--- src/rtl/letc_core_pkg.sv ---
// letc_core_pkg: shared register-index type for the LETC core
package letc_core_pkg;
  typedef logic [4:0] reg_idx_t;
  localparam reg_idx_t REG_ZERO = 5'd0;
endpackage

--- src/rtl/letc_core_scoreboard_queue.sv ---
// letc_core_scoreboard_queue: circular rd queue with push, pop and discard-N
module letc_core_scoreboard_queue
  import letc_core_pkg::*;
#(
  parameter int DEPTH = 4,
  localparam int PW = $clog2(DEPTH),
  localparam int CW = $clog2(DEPTH + 1)
) (
  input  logic                 clk_i,
  input  logic                 rst_i,
  input  logic                 push_i,
  input  reg_idx_t             push_rd_i,
  input  logic                 pop_i,
  input  logic [CW-1:0]        discard_i,
  output logic [DEPTH-1:0]     ent_valid_o,
  output reg_idx_t [DEPTH-1:0] ent_rd_o,
  output reg_idx_t             head_rd_o,
  output logic [CW-1:0]        occ_o
);
  logic [PW-1:0] head_q, head_d, tail_q, tail_d;
  logic [CW-1:0] occ_q, occ_d, after_pop, drop;
  reg_idx_t [DEPTH-1:0] rd_q;
  // pop is applied before the discard, and the discard is clamped to what is left
  always_comb begin
    after_pop = occ_q - CW'(pop_i);
    drop = discard_i > after_pop ? after_pop : discard_i;
    head_d = head_q + PW'(pop_i);
    tail_d = tail_q + PW'(push_i) - PW'(drop);
    occ_d = after_pop + CW'(push_i) - drop;
  end
  always_comb begin
    ent_valid_o = '0;
    for (int i = 0; i < DEPTH; i++)
      ent_valid_o[i] = {1'b0, PW'(PW'(i) - head_q)} < occ_q;
  end
  assign ent_rd_o = rd_q;
  assign head_rd_o = rd_q[head_q];
  assign occ_o = occ_q;
  always_ff @(posedge clk_i) begin
    if (rst_i) begin
      head_q <= '0;
      tail_q <= '0;
      occ_q <= '0;
      rd_q <= '0;
    end else begin
      head_q <= head_d;
      tail_q <= tail_d;
      occ_q <= occ_d;
      if (push_i) rd_q[tail_q] <= push_rd_i;
    end
  end
`ifndef SYNTHESIS
  always_ff @(posedge clk_i) begin
    if (!rst_i) begin
      assert (discard_i <= after_pop);
      assert (!(push_i && occ_q == CW'(DEPTH)));
    end
  end
`endif
endmodule

--- src/rtl/letc_core_stage_d_scoreboard.sv ---
// letc_core_stage_d_scoreboard: decode-stage RAW/full hazard scheduler over an in-order rd queue
module letc_core_stage_d_scoreboard
  import letc_core_pkg::*;
#(
  parameter int DEPTH = 4,
  localparam int CW = $clog2(DEPTH + 1)
) (
  input  logic          i_clk,
  input  logic          i_rst,
  input  logic          i_d_valid,
  input  logic          i_d_rs1_used,
  input  reg_idx_t      i_d_rs1_idx,
  input  logic          i_d_rs2_used,
  input  reg_idx_t      i_d_rs2_idx,
  input  logic          i_d_rd_we,
  input  reg_idx_t      i_d_rd_idx,
  output logic          o_d_stall,
  output logic          o_d_issue,
  input  logic          i_wb_valid,
  input  reg_idx_t      i_wb_rd_idx,
  input  logic          i_flush,
  input  logic [CW-1:0] i_flush_count,
  output logic [CW-1:0] o_occupancy,
  output logic          o_empty,
  output logic          o_full
);
  logic [DEPTH-1:0] ent_valid;
  reg_idx_t [DEPTH-1:0] ent_rd;
  reg_idx_t head_rd;
  logic pend1, pend2, push_needed, pop;
  letc_core_scoreboard_queue #(.DEPTH(DEPTH)) u_queue (
    .clk_i(i_clk),
    .rst_i(i_rst),
    .push_i(o_d_issue & push_needed),
    .push_rd_i(i_d_rd_idx),
    .pop_i(pop),
    .discard_i(i_flush ? i_flush_count : '0),
    .ent_valid_o(ent_valid),
    .ent_rd_o(ent_rd),
    .head_rd_o(head_rd),
    .occ_o(o_occupancy)
  );
  // registered state only: a same-cycle writeback does not clear a hazard
  always_comb begin
    pend1 = 1'b0;
    pend2 = 1'b0;
    for (int i = 0; i < DEPTH; i++) begin
      pend1 |= ent_valid[i] & (ent_rd[i] == i_d_rs1_idx);
      pend2 |= ent_valid[i] & (ent_rd[i] == i_d_rs2_idx);
    end
    pend1 &= i_d_rs1_idx != REG_ZERO;
    pend2 &= i_d_rs2_idx != REG_ZERO;
  end
  assign push_needed = i_d_rd_we & (i_d_rd_idx != REG_ZERO);
  assign o_empty = o_occupancy == '0;
  assign o_full = o_occupancy == CW'(DEPTH);
  assign pop = i_wb_valid & ~o_empty;
  assign o_d_stall = i_d_valid & ((i_d_rs1_used & pend1) | (i_d_rs2_used & pend2) | (push_needed & o_full));
  assign o_d_issue = i_d_valid & ~o_d_stall & ~i_flush;
`ifndef SYNTHESIS
  always_ff @(posedge i_clk) begin
    if (!i_rst && i_wb_valid) begin
      assert (!o_empty);
      if (!o_empty) assert (i_wb_rd_idx == head_rd);
    end
  end
`endif
endmodule

--- config.mk ---
export PLATFORM = sky130hd
export DESIGN_NAME = letc_core_stage_d_scoreboard
export DESIGN_NICKNAME = d
export VERILOG_FILES = /design/src/rtl/letc_core_pkg.sv /design/src/rtl/letc_core_scoreboard_queue.sv /design/src/rtl/letc_core_stage_d_scoreboard.sv
export SDC_FILE = /design/constraint.sdc
export NUM_CORES = 1
export LEC_CHECK = 0
export CORE_MARGIN = 2
export CORE_UTILIZATION = 45
export DETAILED_ROUTE_END_ITERATION = 8
export GPL_ROUTABILITY_DRIVEN = 0
export PLACE_DENSITY = 0.68
export REMOVE_ABC_BUFFERS = 1
export SETUP_SLACK_MARGIN = 0.2
export SYNTH_ARGS = -nofsm -noshare
export SYNTH_HDL_FRONTEND = slang
export SYNTH_SLANG_ARGS = --single-unit
--- constraint.sdc ---
create_clock -name i_clk -period 4.1 [get_ports i_clk]
set_input_delay 0.82 -clock i_clk [delete_from_list [all_inputs] [get_ports i_clk]]
set_output_delay 0.82 -clock i_clk [all_outputs]
set_load 0.01 [all_outputs]
==> metrics, run 1 <==
CTS tree built; pin count of the biggest net entering global routing 33; Max Fclk 265 MHz; clk buf depth 2; final worst slack 0.327 ns; Seq/Total Area, Yosys 24.7%; final wirelength 4530 um; root buf cell clkbuf_8; worst skew pair latency 0.27 ns; Max Cap Viol 0; 1st-iter DRT viols 45; nets 304; Reg power frac 26.2%; CP Class in -> out; first-pass GRT wire length 7160 um; FFs w/ async S/R, synth 0%; TritonCTS buffer count 3; Row Count 25; hold crit path type reg -> reg; max_slew headroom 35.0%; Vias/cell 4.95; Comb power frac 62.9%; peak supply drop 0.417 mV; Avg Cell Area, Syn 9.61 um2; full die area 0.00544 mm2; die width 73.8 um; drc violations 0; Min Clock Period, post-route 3.77 ns; fillcell total 447; Buf/Inv on CP 2; power share of the clock group 10.9%; initial core utilization 46.4%; post-synthesis cell count 228; crit-path max FO 4; CP Capture Type primary output; placed cell area 0.00255 mm2; HPWL Detailed 3600 um; first drt pass iteration count 4; Worst Max-Slew Pin Slew 0.972 ns; Startpoint Class primary input; delay-heaviest family, CP buffers and inverters; H-tree Lvls 1; Crit-path slowest cell or4_4; Int Power 834 uW; most used cell, CP clkdlybuf4s50_1; Power Density 499 mW/mm2; most frequent cells in the layout 27 x nand2b_1, 27 x dfxtp_1, 26 x xnor2_1, 22 x mux2i_1, 21 x clkdlybuf4s50_1; crit path cell chain clkdlybuf4s50_1 > or4_4 > o211ai_2 > o221ai_4 > and2_2 > clkdlybuf4s50_1; Die Ht 73.8 um; Place WS -0.106 ns; Critical Path RT 3.28 ns; Design Power 1350 uW; status finished clean; GRT overflow 0; share of cells above drive strength 1 16.0%; Clock transition at path regs 0.09 ns; RSZ-0062 raised after global routing no; top_reg_cell synth dfxtp_1; Crit path largest cell delay 0.58 ns; switching power total 511 uW; number of routed nets with antenna violations 0; Routed WL per cell 14.0 um; Yosys cell types 41; Yosys reg bits 27; number of port buffers 32; number of hold violations in the final report 0; Sw Share 38.0%; All-Layer GR Usage 17.3%; fin util 57.1%; Final setup viols 0; final worst-path cycle share 92.0%; vias in the first global route 1,505; Leakage 0.00102 uW; Final Max Tran Viols 0; initial antenna violation count 0; clk sinks 27; skew final 0.00379 ns; via count 1,605; io pins 38; Netlist Area Pre-Place 0.00219 mm2; design area 0.00270 mm2; Layout area overhead 23.2%; number of synthesized flops with an enable pin 0; n_diodes 0; Core ar. 0.00472 mm2; Synth warnings 0; critical path arrival 2.95 ns
## metal layers
metal	global-route usage, %	part of all wire [%]	up-vias	wire length (um)
met5	0	0	-	0
met4	3.03	0.60	0	27
met3	2.61	3.3	2	148
met2	26.5	45	23	2040
met1	25.7	51	750	2310
li1	-	-	830	-
## layout make-up
class,instances,area [um2],area share (%)
multi-input cells,173,1610,59.6
flip-flops and latches,27,541,20.0
repair buffers,39,367,13.6
well taps,67,83.8,3.11
inverters,14,52.6,1.95
clock buffers,3,41.3,1.53
clock inverters,1,5.00,0.185
## what timing repair did
action,CTS,global route
pin swaps,2,3
buffers inserted,1,0
gates cloned,0,0
resized for setup,14,12
hold buffers,0,0
setup endpoints to repair,3,5
## cell usage after synthesis, types with 3 or more instances
cell type,count,area [um2]
nand3_1,8,40.0
nor2b_1,6,37.5
nand2b_1,27,169
dfxtp_1,27,541
ha_1,14,175
inv_1,14,52.6
mux2i_1,22,220
clkbuf_1,3,11.3
nor2_1,3,11.3
nand2_1,5,18.8
buf_4,4,30.0
buf_2,5,25.0
xor2_1,17,149
nor4_1,8,50.1
xnor2_1,30,263
a21oi_1,3,15.0
## worst paths after layout
check	from	endpoint	slack, ns	cells past startpoint
max	i_d_rd_idx[4]	o_d_stall	0.33	6
min	u_queue.ent_rd_o[18]$_SDFFE_PP0P_	u_queue.ent_rd_o[18]$_SDFFE_PP0P_	0.53	2
max reg2reg	u_queue.occ_o[2]$_SDFF_PP0_	u_queue.occ_o[2]$_SDFF_PP0_	0.54	17
min reg2reg	u_queue.ent_rd_o[18]$_SDFFE_PP0P_	u_queue.ent_rd_o[18]$_SDFFE_PP0P_	0.53	2
## state kept, by name (all words and copies together), names as in the netlist
signal	cells
u_queue.head_q	2
u_queue.ent_rd_o	20
u_queue.occ_o	3
u_queue.tail_q	2
## power groups by stage
stage,combinational [uW],clock (uW),sequential [uW]
finish,846,147,353
global route,942,167,361
CTS,760,155,352
detailed placement,737,0,358
global placement,718,0,358
floorplan,504,0,351
## cell families (layout without fill, tap and decap cells)
kind of cell | after synthesis | in the layout | share of synthesized area, %
AO/OA/AOI/OAI | 15 | 15 | 7.54
XOR/XNOR | 47 | 47 | 18.8
adder cells (fa/ha/maj) | 15 | 15 | 8.91
buffers and inverters | 28 | 57 | 6.45
flip-flops | 27 | 27 | 24.7
multiplexers | 22 | 22 | 10.1
AND/OR/NAND/NOR | 74 | 74 | 23.6
## through the flow
step | hold slack, ns | cells | TNS (ns)
2_1_floorplan | 0.484 | 214 | 0
3_3_place_gp | 0.505 | 319 | -0.0850
3_5_place_dp | 0.513 | 319 | -0.106
4_1_cts | 0.532 | 324 | 0
5_1_grt | 0.552 | 324 | 0
6_report | 0.529 | 324 | 0
## worst reg2reg max path, delay by kind of cell, from the launching register on
family                     cells  cell delay, ns
DFF                            1            0.42
AOI/OAI and AO/OA              2            0.27
xor gates and xnor gates       3            0.42
adders and majority gates      6            1.49
and+or+nand+nor                3            0.55
buffers and inverters          2            0.20
muxes                          1            0.07
(Power assumes the default switching activity.)
==> run 2, diff against run 1 <==
CORE_UTILIZATION = 50   (was 45)
PLACE_DENSITY = 0.74   (was 0.68)
==> run 2 against run 1 <==
Setup slack worse by 0.045 ns. Critical path depth up 10. Worst hold slack worse by 0.0093 ns. Sequential power about the same. Register-to-register slack worse by 0.02 ns. Count of clock-buffer cells in the layout unchanged. Clock skew up 0.0028 ns. Final cell count down 4.9%. Final area down 1.2%. Non-clock buffer count down 1. Combinational power about the same. Sequential share of layout area up 0.23 points.
==> metrics, run 2 (synthesized netlist as in run 1, its figures left out) <==
met1 Use GR 26.4%; Crit path largest cell delay 0.41 ns; CTS tree built; power share of the clock group 11.2%; vias in the first global route 1,599; Setup Fix Bufs, Post-CTS 0; die width 70.2 um; Core ar. 0.00429 mm2; n_diodes 0; CP Capture Type flip-flop; M3 GR Usage 1.88%; critical path arrival 3.94 ns; fin util 62.1%; reg2reg setup slack 0.52 ns; Reg power frac 26.2%; Final setup viols 0; io pins 38; crit path capture u_queue.occ_o[2]$_SDFF_PP0_; Place WS -0.147 ns; r2r endpoint u_queue.occ_o[2]$_SDFF_PP0_; Die Ht 70.2 um; TritonCTS buffer count 3; hold crit path type reg -> reg; switching power total 535 uW; skew final 0.00662 ns; first-pass GRT wire length 7400 um; first drt pass iteration count 4; met2 Use GR 31.6%; Power Density 508 mW/mm2; Startpoint Class primary input; RSZ-0062 raised after global routing yes; via count 1,584; HPWL Detailed 3540 um; number of port buffers 32; nets 303; All-Layer GR Usage 19.1%; 1st-iter DRT viols 62; drc violations 0; root buf cell clkbuf_8; Leakage 0.000999 uW; Crit. Startpoint i_wb_valid; peak supply drop 0.370 mV; H-tree Lvls 1; Worst Max-Slew Pin Slew 0.870 ns; Sw Share 39.5%; Final Max Tran Viols 0; crit-path max FO 3; busiest grt layer met2; crit path cell chain clkdlybuf4s50_1 > nor2b_2 > ha_1 > ha_4 > ha_4 > a21o_1 > a21oi_2 > a31oi_4 > mux2i_1 > ha_1 > inv_1 > ha_1 > fa_1 > xnor2_2 > xnor2_1 > nor2_1; final worst-path cycle share 93.1%; max reg flops 20; worst r2r src u_queue.occ_o[1]$_SDFF_PP0_; Min Clock Period, post-route 3.82 ns; Layout area overhead 21.8%; most frequent cells in the layout 28 x xnor2_1, 27 x nand2b_1, 27 x dfxtp_1, 22 x mux2i_1, 21 x clkdlybuf4s50_1; most used cell, CP ha_1; pin count of the biggest net entering global routing 33; commonest non-fill, non-tap cell in the layout xnor2_1; design area 0.00267 mm2; Vias/cell 5.14; Max Cap Viol 0; worst skew pair latency 0.27 ns; initial antenna violation count 0; share of cells above drive strength 1 14.8%; Routed WL per cell 14.9 um; initial core utilization 51.0%; Int Power 819 uW; GRT overflow 0; Reg2Reg Depth 15; clk buf depth 2; clk sinks 27; fillcell total 370; Row Count 24; Max Fclk 262 MHz; max_slew headroom 41.8%; final wirelength 4590 um; number of routed nets with antenna violations 0; Critical Path RT 4.23 ns; hold_buf cts 0; status finished clean; Comb power frac 62.6%; Crit-path slowest cell fa_1; placed cell area 0.00253 mm2; number of hold violations in the final report 0; full die area 0.00493 mm2; final worst slack 0.283 ns; Clock transition at path regs 0.09 ns; CP Class in -> reg
run 2: critical path, delay by kind of cell:
| family | cells | cell delay [ns] |
|---|---|---|
| AND/OR/NAND/NOR | 2 | 0.22 |
| AO/OA/AOI/OAI | 3 | 0.42 |
| XOR/XNOR | 2 | 0.31 |
| adder cells (fa/ha/maj) | 6 | 1.58 |
| multiplexers | 1 | 0.14 |
| buffers and inverters | 2 | 0.44 |
run 2: worst min path at each step:
stage                                                 start                                 to  slack (ns)  cells past startpoint
after floorplan           u_queue.ent_rd_o[15]$_SDFFE_PP0P_  u_queue.ent_rd_o[15]$_SDFFE_PP0P_        0.48                      2
after global placement    u_queue.ent_rd_o[15]$_SDFFE_PP0P_  u_queue.ent_rd_o[15]$_SDFFE_PP0P_        0.50                      2
after detailed placement  u_queue.ent_rd_o[15]$_SDFFE_PP0P_  u_queue.ent_rd_o[15]$_SDFFE_PP0P_        0.51                      2
after CTS                 u_queue.ent_rd_o[15]$_SDFFE_PP0P_  u_queue.ent_rd_o[15]$_SDFFE_PP0P_        0.53                      2
after global routing       u_queue.ent_rd_o[7]$_SDFFE_PP0P_   u_queue.ent_rd_o[7]$_SDFFE_PP0P_        0.56                      2
final                     u_queue.ent_rd_o[15]$_SDFFE_PP0P_  u_queue.ent_rd_o[15]$_SDFFE_PP0P_        0.52                      2
run 2: layer usage:
metal | share of wire, % | up-vias
li1 | - | 822
met1 | 49 | 745
met2 | 48 | 13
met3 | 0.98 | 4
met4 | 1.0 | 0
met5 | 0 | -
run 2: repair_timing:
action	4_1_cts	5_1_grt
gates resized for setup	12	11
setup endpoints to repair	3	5
pin swaps	2	2
run 2: area by class of cell:
type                            instances  area (um2)  share of cell area (%)
Inverter                               14        52.6                    1.97
Clock buffer                            3        41.3                    1.55
Clock inverter                          1        7.51                   0.281
Sequential cell                        27         541                    20.3
Multi-Input combinational cell        173        1600                    60.0
Tap cell                               52        65.1                    2.44
Timing Repair Buffer                   38         359                    13.5
run 2: per-stage QoR:
stage	hold WS, ns	total power, uW	instances	setup TNS, ns
4_1_cts	0.526	1250	308	0
2_1_floorplan	0.484	855	214	0
6_report	0.520	1350	308	0
3_3_place_gp	0.500	1060	304	-0.0930
5_1_grt	0.559	1460	308	0
3_5_place_dp	0.507	1080	304	-0.177
run 2: power groups by stage:
stage | clock (uW) | sequential (uW) | combinational [uW]
floorplan | 0 | 351 | 504
global placement | 0 | 356 | 707
detailed placement | 0 | 358 | 722
CTS | 156 | 351 | 739
global route | 166 | 359 | 938
finish | 152 | 355 | 847
==> run 3, diff against run 2 <==
--- a/constraint.sdc
+++ b/constraint.sdc
@@ -3,2 +3,2 @@
 set_output_delay 0.82 -clock i_clk [all_outputs]
-set_load 0.01 [all_outputs]
+set_load 0.1 [all_outputs]
==> run 3 against run 2 <==
Combinational power is 19% higher. Wire length is 0.28% higher. Clock power is 3% lower. Critical endpoint is now o_d_stall. Register-to-register slack better by 0.06 ns. Total power is 12% higher. Count of clock-buffer cells in the layout stayed put. Sequential share of layout area is 0.32 points lower.
==> metrics, run 3 (synthesized netlist as in run 1, its figures left out) <==
status finished clean; clk sinks 27; Power Density 558 mW/mm2; Final setup viols 0; Clock transition at path regs 0.08 ns; Row Count 24; Vias/cell 5.18; Leakage 0.00102 uW; critical path arrival 2.98 ns; most frequent cells in the layout 28 x xnor2_1, 27 x nand2b_1, 27 x dfxtp_1, 26 x clkdlybuf4s50_1, 21 x mux2i_1; Core ar. 0.00429 mm2; worst r2r src u_queue.occ_o[2]$_SDFF_PP0_; hold path start u_queue.ent_rd_o[15]$_SDFFE_PP0P_; 1st-iter DRT viols 68; number of routed nets with antenna violations 0; first-pass GRT wire length 7580 um; io pins 38; initial antenna violation count 0; power share of the clock group 9.7%; final worst slack 0.299 ns; Buf/Inv on CP 3; number of port buffers 32; worst skew pair latency 0.27 ns; Crit. Startpoint i_d_rs1_idx[2]; nets 304; multi-input logic area 0.00160 mm2; Int Power 824 uW; drc violations 0; Routed WL per cell 14.9 um; Final Max Tran Viols 0; top routing layer used met4; crit-path max FO 6; hold_buf cts 0; Critical Path RT 3.28 ns; fillcell total 352; max reg flops 20; full die area 0.00493 mm2; TritonCTS buffer count 3; design area 0.00271 mm2; DR WL met2 2250 um; Min Clock Period, post-route 3.80 ns; vias in the first global route 1,597; Comb power frac 66.9%; All-Layer GR Usage 19.2%; hold crit path type reg -> reg; first drt pass iteration count 4; pin count of the biggest net entering global routing 33; peak supply drop 0.445 mV; root buf cell clkbuf_8; CP Capture Type primary output; n_diodes 0; clk buf depth 2; skew final 0.00438 ns; Startpoint Class primary input; Die Ht 70.2 um; most used cell, CP nor4_2; share of cells above drive strength 1 16.7%; RSZ-0062 raised after global routing yes; Sw Share 45.5%; Reg power frac 23.4%; fin util 63.1%; switching power total 688 uW; Max Cap Viol 0; HPWL Detailed 3590 um; via count 1,602; final setup TNS 0 ns; Max Fclk 263 MHz; H-tree Lvls 1; final worst-path cycle share 92.7%; CTS tree built; max_slew headroom 34.8%; die width 70.2 um; initial core utilization 51.0%; Crit path largest cell delay 0.62 ns; CP Class in -> out; crit path cell chain clkdlybuf4s50_1 > xnor2_1 > nand3_1 > nor4_2 > nor4_2 > o221ai_4 > buf_4 > and2_2 > buf_12; placed cell area 0.00256 mm2; Worst Max-Slew Pin Slew 0.975 ns; WL met3 66 um; Crit-path slowest cell clkdlybuf4s50_1; number of hold violations in the final report 0; GRT overflow 0; delay-heaviest family, CP buffers and inverters; Layout area overhead 23.7%; final wirelength 4600 um; commonest non-fill, non-tap cell in the layout xnor2_1; M1 wire length 2260 um; Place WS -0.102 ns; Storage cell area 541 um2
## run 3: worst reg2reg max path, cell delays in order (launching register included)
cell and delay (ns):
dfxtp_1 0.44, nor3_1 0.32, nor2b_2 0.09, ha_1 0.23
ha_4 0.17, xnor2_2 0.14, ha_1 0.31, a21oi_1 0.06
a31oi_1 0.23, buf_4 0.19, mux2i_4 0.22, ha_1 0.26
fa_2 0.36, xnor2_2 0.14, xnor2_1 0.15, nor2_1 0.06
## run 3: layer usage
layer	global-route usage, %	vias up
met2	32.8	18
li1	-	828
met3	2.31	4
met1	26.5	752
met4	3.21	0
met5	0	-
## run 3: path summary, 6_finish.rpt
path                                       end  slack, ns  cells past startpoint
max                                  o_d_stall       0.30                      9
min          u_queue.ent_rd_o[15]$_SDFFE_PP0P_       0.52                      2
max reg2reg        u_queue.occ_o[2]$_SDFF_PP0_       0.58                     15
min reg2reg  u_queue.ent_rd_o[15]$_SDFFE_PP0P_       0.52                      2
## run 3: per-stage QoR
stage,hold slack [ns],power (uW),std cells
after floorplan,0.484,1020,214
after global placement,0.501,1260,305
after detailed placement,0.507,1280,305
after CTS,0.526,1430,309
after global routing,0.545,1640,309
final,0.521,1510,309
## run 3: power by group through the flow
stage	sequential (uW)	clock, uW	combinational [uW]
floorplan	428	0	595
global placement	356	0	900
detailed placement	360	0	918
CTS	353	150	931
global route	359	161	1120
finish	354	147	1010
## run 3: final cells by class
| class | instances | share of cell area [%] |
|---|---|---|
| Clock buffer | 3 | 1.52 |
| Tap cell | 52 | 2.40 |
| Clock inverter | 1 | 0.185 |
| Multi-Input combinational cell | 173 | 59.1 |
| Sequential cell | 27 | 19.9 |
| Inverter | 14 | 1.94 |
| Timing Repair Buffer | 39 | 14.9 |
## run 3: repair_timing
action,in CTS,in global routing
resized for setup,2,16
pin swaps,1,3
buffers inserted,0,0
endpoints found under the hold margin,0,0
endpoints found under the setup margin,1,4
cloned,0,0
==> RTL edit, RTL diff (flow settings as in run 1) <==
Change the package constant `REG_ZERO` from 5'd0 to 5'd1.
--- a/src/rtl/letc_core_pkg.sv
+++ b/src/rtl/letc_core_pkg.sv
@@ -2,5 +2,5 @@
 package letc_core_pkg;
   typedef logic [4:0] reg_idx_t;
-  localparam reg_idx_t REG_ZERO = 5'd0;
+  localparam reg_idx_t REG_ZERO = 5'd1;
 endpackage
 
Check against the original RTL: not equivalent (Yosys sat finds a counterexample within 4 cycles, from zero or initial values and one cycle with i_rst high).
==> RTL edit against run 1 <==
Final area is 1.4% lower. Via count is 2.4% lower. Synthesized area is 1.4% lower. Total power is 1.4% higher. Non-clock buffer count stayed put. Sequential cell count stayed put. Utilization hardly changed. Highest routed layer unchanged. Clock power is 4% higher. Routed wire length is 0.33% lower. Worst setup slack better by 0.0094 ns.
==> RTL edit: results (changes against run 1) <==
| Metric | Value |
|---|---|
| Post-DP HPWL | 3.57 mm (was 3.60 mm) |
| Worst Tran Pin Value | 0.912 ns (was 0.972 ns) |
| Ranking of synthesized cells by area | dfxtp_1, xnor2_1, mux2i_1 (unchanged) |
| Vias | 1,567 (was 1,605) |
| Clock Skew | 0.00424 ns (was 0.00379 ns) |
| Slowest-stage cell, CP | or4b_1 (was or4_4) |
| DP Area | 2510 um^2 (was 2550 um^2) |
| Drt wl/cell | 14.4 um (was 14.0 um) |
| CP peak stage delay | 0.51 ns (was 0.58 ns) |
| Ys Warns | 0 (unchanged) |
| Global Route Usage Sum | 0.183 (was 0.173) |
| Top cells by count, synth | xnor2_1, dfxtp_1, nand2b_1 (unchanged) |
| Fill cells | 403 (was 447) |
| Fraction of layout cells with a size suffix above 1 | 0.138 (was 0.160) |
| Dpl ws | -0.129 ns (was -0.106 ns) |
| FF-to-FF setup slack | 0.46 ns (was 0.54 ns) |
| Mean Syn Cell Area | 9.35 um^2 (was 9.61 um^2) |
| Cell variety after synth | 39 (was 41) |
| Hold Path End | u_queue.ent_rd_o[6] (was u_queue.ent_rd_o[18]) |
| Global-route wire length before repair | 7.52 mm (was 7.16 mm) |
| Register area share after synthesis | 0.250 (was 0.247) |
| Multi-input logic area | 1580 um^2 (was 1610 um^2) |
| H-tree depth | 1 (unchanged) |
| Status | finished clean (unchanged) |
| Hold slack final | 0.530 ns (was 0.529 ns) |
| Internal cell power | 0.835 mW (was 0.834 mW) |
| Worst VDD drop | 0.000387 V (was 0.000417 V) |
| DRT iter0 DRCs | 65 (was 45) |
| Min-delay src | u_queue.ent_rd_o[6] (was u_queue.ent_rd_o[18]) |
| Final nets | 307 (was 304) |
| Arr. time, crit path | 2.94 ns (was 2.95 ns) |
==> RTL edit: worst max path at each step <==
stage / cells past startpoint / slack (ns) / to / startpoint
detailed placement: 17 / -0.13 / u_queue.occ_o[2] / i_wb_valid
finish: 7 / 0.34 / o_d_stall / i_d_rd_idx[1]
global placement: 17 / -0.04 / u_queue.occ_o[2] / i_wb_valid
floorplan: 16 / 0.46 / u_queue.occ_o[2] / i_wb_valid
CTS: 7 / 0.19 / o_d_issue / i_d_rd_idx[1]
global route: 17 / 0.20 / u_queue.occ_o[2] / u_queue.occ_o[2]
==> RTL edit: cell type report <==
type                            count  share of cell area
Clock inverter                      1             0.00188
Timing Repair Buffer               39               0.140
Sequential cell                    27               0.203
Tap cell                           54              0.0254
Clock buffer                        3              0.0155
Inverter                           14              0.0197
Multi-Input combinational cell    176               0.594
==> RTL edit: layer usage <==
layer / track usage / vias up / share of wire
met5: 0 / - / 0
met3: 0.0192 / 2 / 0.021
met2: 0.288 / 20 / 0.47
met4: 0.0494 / 0 / 0.0071
li1: - / 824 / -
met1: 0.264 / 721 / 0.50
==> RTL edit: cells by family (layout without fill, tap and decap cells) <==
family | count (synthesis) | count (layout) | synth area share
fa+ha+maj | 15 | 15 | 0.0904
flops | 27 | 27 | 0.250
compound gates | 12 | 12 | 0.0533
buf+inv | 28 | 57 | 0.0603
mux | 22 | 22 | 0.102
xor+xnor | 47 | 47 | 0.191
simple gates | 80 | 80 | 0.253
==> RTL edit: stage by stage <==
step                      TNS [ns]  total power [mW]
after global routing             0              1.50
after global placement     -0.0439              1.12
after CTS                        0              1.29
after floorplan                  0             0.890
final                            0              1.36
after detailed placement    -0.129              1.13
==> RTL edit: power by group through the flow <==
stage | sequential [mW] | clock, mW | combinational, mW
5_1_grt | 0.359 | 0.164 | 0.972
4_1_cts | 0.350 | 0.153 | 0.786
3_3_place_gp | 0.356 | 0 | 0.759
6_report | 0.351 | 0.153 | 0.862
2_1_floorplan | 0.351 | 0 | 0.540
3_5_place_dp | 0.357 | 0 | 0.769
==> RTL edit: worst min-delay path, cell delays in order (launching register included) <==
cell and delay, ns:
dfxtp_1 0.35, nand2b_1 0.08, mux2i_1 0.06
==> RTL edit: repair_timing <==
item	in CTS	in global routing
pin swaps	3	6
endpoints found under the setup margin	3	4
setup buffers	0	1
resized for setup	12	16
